--- src/rtl/ansi_csi_parser.sv ---
// ansi_csi_parser
//   Byte-stream escape decoder sitting between uart_rx and the terminal
//   writer. Printable and C0 bytes pass straight through as char pulses.
//   Two-byte ESC sequences become an esc pulse. CSI sequences
//   (ESC [ params final) become one csi pulse that carries the final
//   byte, the private-marker flag and up to MAX_PARAMS numeric
//   parameters. Parameters saturate at 2^PARAM_W-1.
//
// Ports
//   clk100       in   system clock
//   rst          in   synchronous active-high reset
//   rx_data      in   received byte, meaningful only while rx_valid=1
//   rx_valid     in   one-cycle pulse per byte; may be high every cycle
//   char_valid   out  pulse: pass-through byte on char_data
//   char_data    out  printable or C0 byte
//   esc_valid    out  pulse: ESC x sequence completed
//   esc_final    out  final byte of the ESC sequence
//   csi_valid    out  pulse: CSI sequence completed
//   csi_final    out  CSI final byte (0x40-0x7E)
//   csi_private  out  first byte after '[' was 0x3C-0x3F
//   csi_nparams  out  parameters received, saturating at MAX_PARAMS
//   csi_params   out  param i at [i*PARAM_W +: PARAM_W]; missing = 0
//   dbg_state_o  out  current FSM state, for observation only
//
// Handshake: every input byte is accepted in the cycle rx_valid is high
// (there is no back-pressure). Each output pulse is registered and appears
// exactly one cycle after the rx_valid cycle that caused it. At most one
// pulse is high per cycle. Data outputs hold until the next pulse of the
// same kind.
module ansi_csi_parser #(
    parameter int  MAX_PARAMS = 4,
    parameter int  PARAM_W    = 8,
    localparam int NP_W       = $clog2(MAX_PARAMS + 1),
    localparam int PV_W       = MAX_PARAMS * PARAM_W
) (
    input  logic            clk100,
    input  logic            rst,
    input  logic [7:0]      rx_data,
    input  logic            rx_valid,
    output logic            char_valid,
    output logic [7:0]      char_data,
    output logic            esc_valid,
    output logic [7:0]      esc_final,
    output logic            csi_valid,
    output logic [7:0]      csi_final,
    output logic            csi_private,
    output logic [NP_W-1:0] csi_nparams,
    output logic [PV_W-1:0] csi_params,
    output logic [2:0]      dbg_state_o
);

    typedef enum logic [2:0] {
        GROUND     = 3'd0,
        ESC        = 3'd1,
        CSI_ENTRY  = 3'd2,
        CSI_PARAM  = 3'd3,
        CSI_IGNORE = 3'd4
    } state_t;

    state_t            state_q, state_d;
    logic [PARAM_W-1:0] cur_q, cur_d;      // parameter being accumulated
    logic [NP_W-1:0]   idx_q, idx_d;       // slot index, saturates at MAX_PARAMS
    logic              seen_q, seen_d;     // any digit or ';' seen in this CSI
    logic              priv_q, priv_d;
    logic [PV_W-1:0]   slots_q, slots_d;   // committed parameters of this CSI

    logic              char_valid_q, char_valid_d;
    logic [7:0]        char_data_q, char_data_d;
    logic              esc_valid_q, esc_valid_d;
    logic [7:0]        esc_final_q, esc_final_d;
    logic              csi_valid_q, csi_valid_d;
    logic [7:0]        csi_final_q, csi_final_d;
    logic              csi_private_q, csi_private_d;
    logic [NP_W-1:0]   csi_nparams_q, csi_nparams_d;
    logic [PV_W-1:0]   csi_params_q, csi_params_d;

    // Byte classes
    logic is_c0, is_digit, is_semi, is_final, is_inter, is_priv_mark;
    assign is_c0        = (rx_data < 8'h20);
    assign is_digit     = (rx_data >= 8'h30) && (rx_data <= 8'h39);
    assign is_semi      = (rx_data == 8'h3B);
    assign is_final     = (rx_data >= 8'h40) && (rx_data <= 8'h7E);
    assign is_inter     = (rx_data >= 8'h20) && (rx_data <= 8'h2F);
    assign is_priv_mark = (rx_data >= 8'h3C) && (rx_data <= 8'h3F);

    // Parameter arithmetic helpers
    logic [PARAM_W+3:0] cur_ext, cur_mul;
    logic [PARAM_W-1:0] cur_sat;
    logic [PV_W-1:0]    slots_commit;
    logic [NP_W-1:0]    idx_inc;
    logic [NP_W-1:0]    nparams_fin;

    always_comb begin
        cur_ext = {4'b0, cur_q};
        // cur*10 + digit; four extra bits cannot overflow for cur <= 2^PARAM_W-1
        cur_mul = (cur_ext << 3) + (cur_ext << 1) + {{PARAM_W{1'b0}}, rx_data[3:0]};
        if (cur_mul > {4'b0, {PARAM_W{1'b1}}}) begin
            cur_sat = {PARAM_W{1'b1}};
        end else begin
            cur_sat = cur_mul[PARAM_W-1:0];
        end

        // Commit writes cur only into an existing slot; later params are dropped
        slots_commit = slots_q;
        for (int i = 0; i < MAX_PARAMS; i++) begin
            if (idx_q == NP_W'(i)) begin
                slots_commit[i*PARAM_W +: PARAM_W] = cur_q;
            end
        end

        if (idx_q == NP_W'(MAX_PARAMS)) begin
            idx_inc = idx_q;
        end else begin
            idx_inc = idx_q + NP_W'(1);
        end

        if (!seen_q) begin
            nparams_fin = '0;
        end else if (idx_q >= NP_W'(MAX_PARAMS - 1)) begin
            nparams_fin = NP_W'(MAX_PARAMS);
        end else begin
            nparams_fin = idx_q + NP_W'(1);
        end
    end

    always_comb begin
        state_d       = state_q;
        cur_d         = cur_q;
        idx_d         = idx_q;
        seen_d        = seen_q;
        priv_d        = priv_q;
        slots_d       = slots_q;
        char_valid_d  = 1'b0;
        char_data_d   = char_data_q;
        esc_valid_d   = 1'b0;
        esc_final_d   = esc_final_q;
        csi_valid_d   = 1'b0;
        csi_final_d   = csi_final_q;
        csi_private_d = csi_private_q;
        csi_nparams_d = csi_nparams_q;
        csi_params_d  = csi_params_q;

        if (rx_valid) begin
            if (rx_data == 8'h18 || rx_data == 8'h1A) begin
                state_d = GROUND;
            end else if (rx_data == 8'h1B) begin
                state_d = ESC;
                cur_d   = '0;
                idx_d   = '0;
                seen_d  = 1'b0;
                priv_d  = 1'b0;
                slots_d = '0;
            end else begin
                unique case (state_q)
                    GROUND: begin
                        if (rx_data < 8'h7F) begin
                            char_valid_d = 1'b1;
                            char_data_d  = rx_data;
                        end
                    end
                    ESC: begin
                        if (rx_data == 8'h5B) begin
                            state_d = CSI_ENTRY;
                            cur_d   = '0;
                            idx_d   = '0;
                            seen_d  = 1'b0;
                            priv_d  = 1'b0;
                            slots_d = '0;
                        end else if (rx_data >= 8'h30 && rx_data <= 8'h7E) begin
                            esc_valid_d = 1'b1;
                            esc_final_d = rx_data;
                            state_d     = GROUND;
                        end else if (is_c0) begin
                            char_valid_d = 1'b1;
                            char_data_d  = rx_data;
                        end else begin
                            state_d = GROUND;
                        end
                    end
                    CSI_ENTRY, CSI_PARAM: begin
                        // A private marker is only special as the first byte
                        if (state_q == CSI_ENTRY && is_priv_mark) begin
                            priv_d  = 1'b1;
                            state_d = CSI_PARAM;
                        end else if (is_digit) begin
                            cur_d   = cur_sat;
                            seen_d  = 1'b1;
                            state_d = CSI_PARAM;
                        end else if (is_semi) begin
                            slots_d = slots_commit;
                            idx_d   = idx_inc;
                            cur_d   = '0;
                            seen_d  = 1'b1;
                            state_d = CSI_PARAM;
                        end else if (is_final) begin
                            csi_valid_d   = 1'b1;
                            csi_final_d   = rx_data;
                            csi_private_d = priv_q;
                            csi_nparams_d = nparams_fin;
                            csi_params_d  = slots_commit;
                            state_d       = GROUND;
                        end else if (rx_data == 8'h3A || is_priv_mark || is_inter) begin
                            state_d = CSI_IGNORE;
                        end else if (is_c0) begin
                            char_valid_d = 1'b1;
                            char_data_d  = rx_data;
                        end
                        // 0x7F and 0x80-0xFF are ignored without a state change
                    end
                    CSI_IGNORE: begin
                        if (is_final) begin
                            state_d = GROUND;
                        end else if (is_c0) begin
                            char_valid_d = 1'b1;
                            char_data_d  = rx_data;
                        end
                    end
                    default: state_d = GROUND;
                endcase
            end
        end
    end

    always_ff @(posedge clk100) begin
        if (rst) begin
            state_q       <= GROUND;
            cur_q         <= '0;
            idx_q         <= '0;
            seen_q        <= 1'b0;
            priv_q        <= 1'b0;
            slots_q       <= '0;
            char_valid_q  <= 1'b0;
            char_data_q   <= '0;
            esc_valid_q   <= 1'b0;
            esc_final_q   <= '0;
            csi_valid_q   <= 1'b0;
            csi_final_q   <= '0;
            csi_private_q <= 1'b0;
            csi_nparams_q <= '0;
            csi_params_q  <= '0;
        end else begin
            state_q       <= state_d;
            cur_q         <= cur_d;
            idx_q         <= idx_d;
            seen_q        <= seen_d;
            priv_q        <= priv_d;
            slots_q       <= slots_d;
            char_valid_q  <= char_valid_d;
            char_data_q   <= char_data_d;
            esc_valid_q   <= esc_valid_d;
            esc_final_q   <= esc_final_d;
            csi_valid_q   <= csi_valid_d;
            csi_final_q   <= csi_final_d;
            csi_private_q <= csi_private_d;
            csi_nparams_q <= csi_nparams_d;
            csi_params_q  <= csi_params_d;
        end
    end

    assign char_valid  = char_valid_q;
    assign char_data   = char_data_q;
    assign esc_valid   = esc_valid_q;
    assign esc_final   = esc_final_q;
    assign csi_valid   = csi_valid_q;
    assign csi_final   = csi_final_q;
    assign csi_private = csi_private_q;
    assign csi_nparams = csi_nparams_q;
    assign csi_params  = csi_params_q;
    assign dbg_state_o = state_q;

endmodule
--- config.mk ---
export PLATFORM = sky130hd
export DESIGN_NAME = ansi_csi_parser
export DESIGN_NICKNAME = d
export VERILOG_FILES = /design/src/rtl/ansi_csi_parser.sv
export SDC_FILE = /design/constraint.sdc
export NUM_CORES = 1
export LEC_CHECK = 0
export ABC_AREA = 1
export CAP_MARGIN = 20
export CELL_PAD_IN_SITES_DETAIL_PLACEMENT = 1
export CELL_PAD_IN_SITES_GLOBAL_PLACEMENT = 2
export CORE_UTILIZATION = 28
export DETAILED_ROUTE_END_ITERATION = 12
export HOLD_SLACK_MARGIN = 0.1
export PLACE_DENSITY_LB_ADDON = 0.1
export SLEW_MARGIN = 25
export SYNTH_ARGS = -nofsm -noshare
export SYNTH_HDL_FRONTEND = slang
export SYNTH_SLANG_ARGS = --single-unit
--- constraint.sdc ---
create_clock -name clk100 -period 2.55 [get_ports clk100]
set_input_delay 0.255 -clock clk100 [delete_from_list [all_inputs] [get_ports clk100]]
set_output_delay 0.255 -clock clk100 [all_outputs]
set_load 0.005 [all_outputs]
==> results.toml <==
[floorplanning]
die_h_microns = 141
die_area_sq_um = 20000
die_w_microns = 141
core_area_sq_um = 18900
io_pins = 77
initial_utilization_pct = 28.8
rows = 50

[pwr]
sequentialPowerShare_pct = 42.7
p_sw_w = 0.00154
p_leak_nw = 2.63
total_power_w = 0.00446
comb_power_share_pct = 26.1
power.share.switching_pct = 34.5
p_int_w = 0.00292
p_per_area_nw_per_um2 = 644
p_clk_share_pct = 31.3
ir_drop_mv = 0.346

[detailed_routing]
first_pass_iters = 6
via_count = 5235
detail-route-antenna-nets = 0
dr.first_iter.drc_count = 245
wl_per_cell_microns = 15.0
wl_microns = 16700
viasPerCell = 4.70
drc = 0

[final_layout]
area_delta_synth_final_pct = 27.4
stdcell_area_sq_um = 6930
drive_gt1_share_pct = 9.82
fillerInstances = 2352
antennaDiodeCount = 0
layout.nets = 883
final_util_pct = 36.7

[synth]
syn-instance-count = 768
synth_xor_area_share_pct = 0.644
syn_area_sq_um = 5440
synth_seq_area_share_pct = 40.9
synthMostInstantiatedCell = "nand2_1"
ys_types = 31
netlist.area_leader.share_pct = 40.9
yosys-top-cells-count = "217 x nand2_1, 111 x dfxtp_1, 95 x a21oi_1"
ys.flop_type = "dfxtp_1"
synthAdderAreaFrac_pct = 5.34
synth_seq_cells = 111
synth_area_leader_cell = "dfxtp_1"
ys_async_sr_fraction_pct = 0
ys_warn_count = 0
avgSynthCellArea_sq_um = 7.08
synth_nets = 801
synthMuxAreaShare_pct = 0
synth_edf_count = 0
synth_compound_area_share_pct = 15.7
synth_top_family_by_area = "simple AND/OR/NAND/NOR gates"
synthSimpleGateAreaFrac_pct = 30.4
yosys-top-cells-area = "dfxtp_1 41%, nand2_1 15%, a21oi_1 8.7%, ha_1 4.6%, o21ai_0 4.5%"

[placed_design]
place.detailed.hpwl_microns = 12100
place_area_sq_um = 6610
place.gp.congestion = 0.843
pre_cts_ws_ns = -0.279
portBuffers = 76

[critical_path]
crit_slowest_cell = "clkdlybuf4s50_1"
critPathBufInv = 3
worstSetupPathType = "in -> reg"
rr_worst_depth = 14
path_cells = "clkdlybuf4s50_1 > fa_1 > buf_4 > ha_1 > nand3_1 > nand2_1 > nand2_1 > nand2_1 > nand2_1 > nand2_1 > nor2_2 > buf_4 > nand3_1 > nand2_1 > a21oi_1"
worstSetupStartpointType = "input pin"
cp-end-kind = "register"
rrSetupSlack_ns = 0.18
slowest_delay_ns = 0.50
crit_family = "buffers and inverters"
path_common_cell = "nand2_1"
critPathRequiredTime_ns = 2.75
cp.arrival_ns = 2.58
r2r_end = "cur_q[6]"
regToRegStartpoint = "cur_q[2]"
crit_fanout = 8

[sta]
max_freq_mhz = 420
tns_ns = 0
skew_ns = 0.00996
period_share_pct = 93.4
hold_viol_final = 0
tightest_slew_ns = 0.984
setup_ws_ns = 0.169
layout_min_cycle_time_ns = 2.38
setup_viol = 0
report.final.slew_viol_count = 0
relSlewSlack_pct = 34.4

[global_route]
grt.total_usage_pct = 17.4
antenna_found_initial = 0
grt_start_max_net_pins = 87
grt_first_pass_wirelength_microns = 27500
grt_pass1_vias = 5243
grt-ovfl-total = 0

[hold_path]
hold_path.class = "reg -> reg"
whs_path_depth = 2
hold_path.startpoint = "esc_final[7]"
min_to = "esc_final[7]"

[clock_network]
cts_tree = "done"
clock_latency_ns = 0.36
cts_buffers = 9
clockBufferDepth = 2
h-tree-depth = 3
clkSinkCount = 111
cts_root_buf = "clkbuf_16"
clk_pin_slew_ns = 0.08

[outcome]
outcome = "finished, final reports clean"

[flow_run]
cap_violations = 0
## cell type report
class	count	area, sq um	share of cell area (%)
Multi-Input combinational cell	560	2850	41.2
Sequential cell	111	2230	32.1
Tap cell	260	325	4.70
Inverter	61	229	3.31
Clock buffer	9	225	3.25
Timing Repair Buffer	107	1020	14.7
Clock inverter	7	52.6	0.759
## layer usage
layer  wire length [microns]  global-route usage [%]
met1                    7970                    22.2
met2                    7970                    29.9
met3                     563                    3.14
met4                     182                    4.81
met5                       0                       0
## power by group through the flow
stage	sequential (W)	clock [W]	combinational (W)
floorplan	0.00194	0	0.000748
global route	0.00192	0.00152	0.00130
global placement	0.00194	0	0.00115
finish	0.00190	0.00140	0.00116
detailed placement	0.00194	0	0.00118
CTS	0.00191	0.00145	0.00118
## how the worst max path moves through the flow
stage               cells past startpoint  startpoint       end  slack, ns
global placement                       14  rx_data[3]  cur_q[4]      -0.20
CTS                                    14  rx_data[3]  cur_q[6]       0.09
global route                           15  rx_data[3]  cur_q[6]      -0.01
detailed placement                     14  rx_data[3]  cur_q[6]      -0.28
finish                                 15  rx_data[3]  cur_q[6]       0.17
floorplan                              12    cur_q[0]  cur_q[7]       0.19
## timing repair
item | in CTS | in global routing
hold buffers | 0 | 0
buffers inserted | 0 | 2
resized for setup | 0 | 9
endpoints found under the setup margin | 0 | 8
## stage by stage
step                      instances  hold slack, ns
after CTS                      1113           0.443
after floorplan                 768           0.383
after global routing           1115           0.464
final                          1115           0.443
after global placement         1097           0.425
after detailed placement       1097           0.434
## logic make-up after synthesis
logic type | after synthesis
buffers and inverters | 97
adders and majority gates | 22
xor gates and xnor gates | 4
AOI/OAI and AO/OA | 165
and+or+nand+nor | 369
DFF | 111
## sequential cells by signal (all words and copies together), names as in the netlist
| name | count |
|---|---|
| esc_valid | 1 |
| slots_q | 32 |
| csi_private | 1 |
| seen_q | 1 |
| idx_q | 3 |
| dbg_state_o | 3 |
| priv_q | 1 |
| char_data | 8 |
| csi_valid | 1 |
| csi_params | 32 |
| cur_q | 8 |
| csi_final | 8 |
| char_valid | 1 |
| esc_final | 8 |
| csi_nparams | 3 |
## cell usage in the layout (no fill, tap or decap), types with 2 or more instances in the layout
master,Yosys,routed
nand3b_1,27,27
dfxtp_1,111,108
inv_2,9,9
inv_6,0,4
dfxtp_2,0,3
buf_4,0,28
o21ai_0,49,49
a211oi_1,9,9
buf_12,0,2
nand3_1,36,35
xnor2_1,4,4
nor3_1,2,2
nand2_2,6,6
nand2_1,217,217
nand3_2,1,2
nor2_1,60,58
a21oi_1,95,95
nor2_4,4,5
nand4_1,6,6
clkbuf_16,0,9
nand2_4,3,3
ha_1,20,19
clkinv_2,0,2
nor2_2,3,4
o21ai_1,9,9
inv_1,51,51
clkdlybuf4s50_1,0,75
## worst reg2reg max path, cell delays in order, from the launching register on
cell and delay (ns):
dfxtp_2 0.34, fa_1 0.52, buf_4 0.16, ha_1 0.30
nand3_1 0.08, nand2_1 0.08, nand2_1 0.10, nand2_1 0.06
nand2_1 0.06, nand2_1 0.06, nor2_2 0.09, buf_4 0.16
nand3_1 0.09, nand2_1 0.07, a21oi_1 0.06
(Power assumes the default switching activity.)
